===== src/rtl/fir_tdm.sv =====
// fir_tdm: time-multiplexed FIR filter; one shared multiplier runs NTAPS MAC cycles per sample.
// Define FIR_SAT_EN to saturate the output; otherwise the shifted accumulator wraps to DATA_W bits.
module fir_tdm #(
    parameter int  DATA_W = 32,
    parameter int  COEF_W = 16,
    parameter int  NTAPS  = 17,
    parameter int  SHIFT  = 16,
    localparam int AW     = $clog2(NTAPS),
    localparam int ACC_W  = DATA_W + COEF_W + AW
) (
    input  logic              clk,
    input  logic              rst,
    input  logic              s_valid,
    output logic              s_ready,
    input  logic [DATA_W-1:0] s_data,
    output logic              m_valid,
    output logic [DATA_W-1:0] m_data,
    input  logic              coef_we,
    input  logic [AW-1:0]     coef_addr,
    input  logic [COEF_W-1:0] coef_data,
    output logic              busy
);

    localparam logic [AW-1:0] LAST = AW'(NTAPS - 1);

    typedef enum logic [1:0] {
        IDLE,
        MAC,
        OUT
    } state_t;

    state_t state_q, state_d;

    logic signed [DATA_W-1:0]        x_mem [NTAPS];
    logic signed [COEF_W-1:0]        h_mem [NTAPS];
    logic signed [ACC_W-1:0]         acc;
    logic        [AW-1:0]            wr_ptr;
    logic        [AW-1:0]            rd_ptr;
    logic        [AW-1:0]            tap;

    logic                            accept;
    logic                            coef_ok;
    logic        [AW-1:0]            wr_ptr_new;
    logic signed [DATA_W+COEF_W-1:0] prod;
    logic signed [ACC_W-1:0]         acc_sum;
    logic        [DATA_W-1:0]        y;

    assign s_ready = (state_q == IDLE);
    assign busy    = ~s_ready;
    assign accept  = s_ready & s_valid;
    assign coef_ok = coef_we & s_ready & (coef_addr <= LAST);

    // The newest sample sits at wr_ptr; older samples follow at increasing addresses.
    assign wr_ptr_new = (wr_ptr == '0) ? LAST : wr_ptr - AW'(1);

    assign prod    = h_mem[tap] * x_mem[rd_ptr];
    assign acc_sum = acc + {{AW{prod[DATA_W+COEF_W-1]}}, prod};

`ifdef FIR_SAT_EN
    logic signed [ACC_W-1:0]      acc_shift;
    logic        [ACC_W-DATA_W:0] head;

    assign acc_shift = acc >>> SHIFT;
    assign head      = acc_shift[ACC_W-1:DATA_W-1];

    // The value fits only when every bit above the output sign bit repeats it.
    always_comb begin
        if (head == '0 || head == '1) begin
            y = acc_shift[DATA_W-1:0];
        end else if (acc_shift[ACC_W-1]) begin
            y = {1'b1, {(DATA_W-1){1'b0}}};
        end else begin
            y = {1'b0, {(DATA_W-1){1'b1}}};
        end
    end
`else
    assign y = acc[SHIFT +: DATA_W];
`endif

    // NOTE: sequential state is assigned with <= so every register samples pre-edge values.
    always_ff @(posedge clk) begin
        if (rst) begin
            state_q <= IDLE;
        end else begin
            state_q <= state_d;
        end
    end

    // NOTE: state_d gets its default before the case so no path leaves it unassigned (no latch).
    always_comb begin
        state_d = state_q;
        unique case (state_q)
            IDLE:    if (s_valid) state_d = MAC;
            MAC:     if (tap == LAST) state_d = OUT;
            OUT:     state_d = IDLE;
            default: state_d = IDLE;
        endcase
    end

    always_ff @(posedge clk) begin
        if (rst) begin
            // NOTE: the delay line and coefficients are flops, not RAM, so reset clears every entry.
            for (int i = 0; i < NTAPS; i++) begin
                x_mem[i] <= '0;
                h_mem[i] <= '0;
            end
            acc     <= '0;
            wr_ptr  <= '0;
            rd_ptr  <= '0;
            tap     <= '0;
            m_valid <= 1'b0;
            m_data  <= '0;
        end else begin
            m_valid <= 1'b0;
            if (coef_ok) begin
                h_mem[coef_addr] <= coef_data;
            end
            if (accept) begin
                x_mem[wr_ptr_new] <= s_data;
                wr_ptr            <= wr_ptr_new;
                rd_ptr            <= wr_ptr_new;
                acc               <= '0;
                tap               <= '0;
            end
            if (state_q == MAC) begin
                acc    <= acc_sum;
                tap    <= tap + AW'(1);
                rd_ptr <= (rd_ptr == LAST) ? '0 : rd_ptr + AW'(1);
            end
            if (state_q == OUT) begin
                m_data  <= y;
                m_valid <= 1'b1;
            end
        end
    end

endmodule

===== config.mk =====
export PLATFORM = sky130hd
export DESIGN_NAME = fir_tdm
export DESIGN_NICKNAME = d
export VERILOG_FILES = /design/src/rtl/fir_tdm.sv
export SDC_FILE = /design/constraint.sdc
export NUM_CORES = 2
export LEC_CHECK = 0
export BUFFER_PORTS_ARGS = -buffer_cell sky130_fd_sc_hd__buf_2
export CAP_MARGIN = 20
export CORE_UTILIZATION = 40
export CTS_CLUSTER_SIZE = 24
export DETAILED_ROUTE_END_ITERATION = 12
export GPL_ROUTABILITY_DRIVEN = 1
export SLEW_MARGIN = 20
export SYNTH_ARGS = -nofsm -noshare
export SYNTH_HDL_FRONTEND = slang
export SYNTH_SLANG_ARGS = --single-unit

===== constraint.sdc =====
create_clock -name clk -period 16.9 [get_ports clk]
set_clock_uncertainty 0.1 [all_clocks]
set_input_delay 1.69 -clock clk [delete_from_list [all_inputs] [get_ports clk]]
set_output_delay 1.69 -clock clk [all_outputs]
set_load 0.03 [all_outputs]

### Word-level counts from Yosys, hierarchy flattened

Memory sizes are Yosys's and may differ from the RTL's. A register that Yosys moved wholly into a read port is not among the register bits.
Index checks and enable logic that the tools add are counted.

| word-level totals | value |
|---|---|
| memory bits (writable) | 816 |
| register bits | 103 |
| input port bits | 57 |
| word-level logic and storage cells | 61 |
| memories | 2 |
| output and inout bits | 35 |

| cells by class | value |
|---|---|
| multipliers | 1 |
| order comparisons | 1 |
| muxes and demuxes | 30 |
| $add $sub $neg | 4 |
| bitwise gates (word level) | 4 |
| reduce and logical (&&, ||, !) cells | 6 |
| equality and inequality tests | 6 |

Memories:

| name | depth | width | rd ports | clocked after Yosys merged registers in | write ports | line | RTL |
|---|---|---|---|---|---|---|---|
| x_mem | 17 | 32 | 1 | 1 | 17 | 34 | `logic signed [DATA_W-1:0] x_mem [NTAPS];` |
| h_mem | 17 | 16 | 1 | 1 | 17 | 35 | `logic signed [COEF_W-1:0] h_mem [NTAPS];` |

Operators with widths:

| kind | number |
|---|---|
| $mux 53 | 2 |
| $mux 5 | 12 |
| $add 53x53->53 | 1 |
| $mul 16x32->48 | 1 |
| $mux 32 | 1 |
| $reduce_or 32->1 | 1 |
| $mux 16 | 1 |
| $reduce_or 16->1 | 1 |
| $mux 1 | 11 |
| $add 5x1->5 const B | 2 |
| $eq 5x5->1 const B | 2 |
| $le 5x5->1 const B | 1 |
| $logic_not 5->1 | 1 |
| $sub 5x1->5 const B | 1 |
| $mux 2 | 2 |
| $ne 2x2->1 const B | 2 |
| $pmux 2 s2 | 1 |
| $and 1x1->1 | 3 |
| $eq 2x1->1 const B | 1 |
| $eq 2x2->1 const B | 1 |
| $logic_not 2->1 | 1 |
| $reduce_and 2->1 | 1 |
| $reduce_bool 2->1 | 1 |
| $not 1->1 | 1 |

### Logic depth before layout (Yosys ltp)

| logic depth | value |
|---|---|
| depth after elaboration | 8 |
| depth in mapped cells | 44 |
| depth with buffers taken out | 40 |

### Worst setup path before layout

No wires, ideal clock.

| timing | value |
|---|---|
| path type | register -> register |
| from | reg (tool-made name) |
| to | reg acc[45] |
| setup slack | 6.821 ns |
| library setup time | 0.129 ns |
| stages on the path, launching flop included | 41 |
| path buffers | 3 |
| period minus slack after synthesis | 10.079 ns |
| arrival | 9.850 ns |
| required time | 16.671 ns |
| cells stage by stage | dfxtp_1 clkbuf_1 clkbuf_1 clkbuf_1 mux4_2 mux4_2 mux2i_2 nor2_1 fa_1 inv_1 fa_1 fa_1 fa_1 inv_1 fa_1 inv_1 fa_1 inv_1 [... 5 more ...] a21oi_1 and3_1 o21ai_0 nand2b_1 a21oi_1 xnor2_1 ha_1 a21oi_1 o21ai_0 o41ai_1 o31a_1 o21ai_1 a2111oi_2 a211oi_1 a31oi_1 o21ai_1 xnor2_1 o21ai_0 |

RTL lines:

| what | line | RTL |
|---|---|---|
| to (signal assigned) | 126 | `acc <= acc_sum;` |
| to (decl) | 36 | `logic signed [ACC_W-1:0] acc;` |

==> flow_metrics.py <==
metrics = {
    "floorplanning": {
        "ioPinCount": 92,
        "dieArea_um2": 221900,
        "std_cell_rows": 171,
        "die_width_um": 471.0,
        "core_outline_area_um2": 217800,
        "initial_core_util_pct": 40.40,
        "die_y_um": 471.0,
    },
    "layout": {
        "drive_gt1_share_pct": 16.86,
        "nets": 7026,
        "area.growth.synth_to_final_pct": 11.87,
    },
    "synth": {
        "synth_warnings": 0,
        "yosys.area.top_type_share_pct": 52.42,
        "ys.flop_type": "edfxtp_1",
        "number_of_enable_type_register_cells_in_the_synthesized_netlist": 1536,
        "syn-instance-count": 6031,
        "synth.most_common_cell": "edfxtp_1",
        "yosys.area.top_type": "edfxtp_1",
        "post_synth_instance_area_um2": 88000,
        "synth_top_cells_by_count": "1,536 x edfxtp_1, 808 x and2_1, 602 x inv_1",
        "yosys.cell_types.count": 91,
        "yosysSeqAreaShare_pct": 54.87,
        "ys_top_cells_by_area": "edfxtp_1 52%, mux4_2 12%, fa_1 11%",
        "yosys_register_bits": 1644,
        "avgSynthCellArea_um2": 14.59,
        "synthArstFlopShare_pct": 0,
    },
    "critical_path": {
        "crit_path_top_delay_cell": "dfxtp_4",
        "crit_buf_inv": 6,
        "critPathMaxStageDelay_ps": 800,
        "arrival_time_of_data_at_the_critical_path_endpoint_ps": 12690,
        "classification_of_the_worst_setup_path": "reg -> reg",
        "worst_setup_path_end_kind": "flop",
        "worst-path-max-fanout": 70,
        "startpoint_type": "flop",
        "cp_data_required_time_ps": 17530,
        "crit_path_leading_delay_family": "adder cells",
        "cp_common_cell": "fa_1",
    },
    "placed_design": {
        "portBuffers": 91,
        "dp_hpwl_um": 140300,
        "finalWeightedCongestion": 0.9067,
        "placement.setup.worst_slack_ps": 4713,
    },
    "global_routing": {
        "grt-ovfl-total": 0,
        "grt_first_pass_wirelength_um": 340600,
        "antenna_found_initial": 15,
        "vias_in_the_first_global_route": 52130,
        "grt_max_degree": 126,
        "global_route.usage.total_pct": 20.66,
    },
    "clocking": {
        "h_tree_levels": 4,
        "cts_buffers": 173,
        "tritoncts": "done",
        "cts.hold.buffers_added": 0,
        "cts_root_buffer": "clkbuf_16",
        "numClockSinks": 1644,
        "max_buffers_root_to_sink": 3,
        "clkSlewWorstSetupHoldPaths_ps": 60,
        "clock_latency_ps": 830,
        "cts_resized": 0,
        "cts_setup_buffers": 0,
    },
    "timing": {
        "worst_slew_pin_slew_ps": 1171,
        "fin_tns_setup_ps": 0,
        "final_setup_fails": 0,
        "rsz_0062_raised_after_global_routing": "no",
        "timing.slew.headroom_pct": 20.36,
        "timing.final.hold_violations": 0,
        "post-route-period-util_pct": 71.39,
        "post-route-min-period_ps": 12070,
        "report.final.slew_viol_count": 0,
        "fmax_ghz": 0.08288,
        "fin_ws_ps": 4835,
    },
    "status": {
        "run_status": "finished clean",
    },
    "routing": {
        "avgViaCountPerCell": 5.375,
        "dr.pass1.iters": 7,
        "routed_wl_um": 228300,
        "ant_nets": 0,
        "detail_route.drc_violations": 0,
        "drt_iter0_markers": 4773,
        "route.vias.total": 50030,
        "routedWlPerCell_um": 24.53,
    },
    "flow_run": {
        "cap_violations": 0,
    },
    "worst_hold_path": {
        "hold_path.class": "reg -> reg",
    },
}
-- area by class of cell --
type | count | area [um^2]
Tap cell | 2854 | 3571
Clock buffer | 217 | 4556
Multi-Input combinational cell | 3691 | 37370
Sequential cell | 1644 | 48320
Timing Repair Buffer | 198 | 1311
Antenna cell | 3 | 7.507
Fill cell | 19170 | 119400
Inverter | 604 | 2267
Clock inverter | 98 | 1047
-- flip-flops by register name, indices dropped and copies added (netlist names), named ones only --
signal / cells
h_mem: 512
acc: 48
rd_ptr: 5
tap: 5
m_valid: 1
wr_ptr: 5
m_data: 32
x_mem: 1024
state_q: 2
-- worst reg2reg max path, delay by kind of cell (launching register included) --
family,cells,cell delay (ps)
xor+xnor,2,360
compound gates,14,2510
mux,3,1870
fa+ha+maj,8,3840
simple gates,4,900
flops,1,800
buf+inv,6,1670
-- cell families after synthesis --
| kind of cell | count (synthesis) | share of synthesized area, % |
|---|---|---|
| other | 1 | 0.004262 |
| buffers and inverters | 935 | 4.105 |
| AND/OR/NAND/NOR | 1783 | 10.55 |
| AO/OA/AOI/OAI | 375 | 2.830 |
| XOR/XNOR | 98 | 0.9754 |
| multiplexers | 538 | 13.17 |
| adder cells (fa/ha/maj) | 657 | 13.50 |
| flip-flops | 1644 | 54.87 |
-- cells in the final DEF, fill, tap and decap left out, types with 23 or more instances in the layout --
cell type	netlist	layout
nor2b_1	25	23
clkinv_1	2	44
nand2_1	385	385
and2_1	808	808
fa_1	487	487
buf_2	64	90
buf_4	2	104
nor2_1	357	322
nand2b_1	39	38
xnor2_1	58	58
ha_1	170	170
mux2_2	25	25
and3_1	32	32
o21ai_0	59	59
a21oi_1	141	141
conb_1	1	240
nor2_4	1	33
mux4_2	480	480
edfxtp_1	1536	1536
xor2_1	40	40
clkbuf_1	241	39
inv_1	602	602
clkbuf_16	0	174
dfxtp_1	108	98
or2_2	42	41
a21o_1	54	54
nand3_1	42	42
-- path summary, 6_finish.rpt --
| path | start | end | slack [ps] | cells after the start |
|---|---|---|---|---|
| worst max register to register | flop | acc[47] | 4830 | 37 |
| worst max-delay path | flop | acc[47] | 4830 | 37 |
| worst min register to register | m_data[21] | m_data[21] | 350 | 2 |
| worst min-delay path | m_data[21] | m_data[21] | 350 | 2 |
-- layer usage --
layer	up-vias	GRT usage, %	part of all wire [%]
met3	329	3.888	7.2
met4	12	4.659	2.1
met1	26330	28.59	43
met5	-	0	0.033
li1	21610	-	-
met2	1759	33.79	48
-- through the flow --
step | hold slack, ps | instance area (um^2) | cells | util (%)
final | 351.8 | 98440 | 9309 | 45.20
after global routing | 368.0 | 98440 | 9306 | 45.19
after detailed placement | 346.5 | 92830 | 8991 | 42.62
after floorplan | 331.5 | 88890 | 6270 | -
after global placement | 342.1 | 92830 | 8991 | 42.62
after CTS | 355.8 | 98440 | 9306 | 45.19
Power is left out: the tool's default activity adds up to more than one toggle a clock period on the data nets, which glitch-free logic cannot reach.
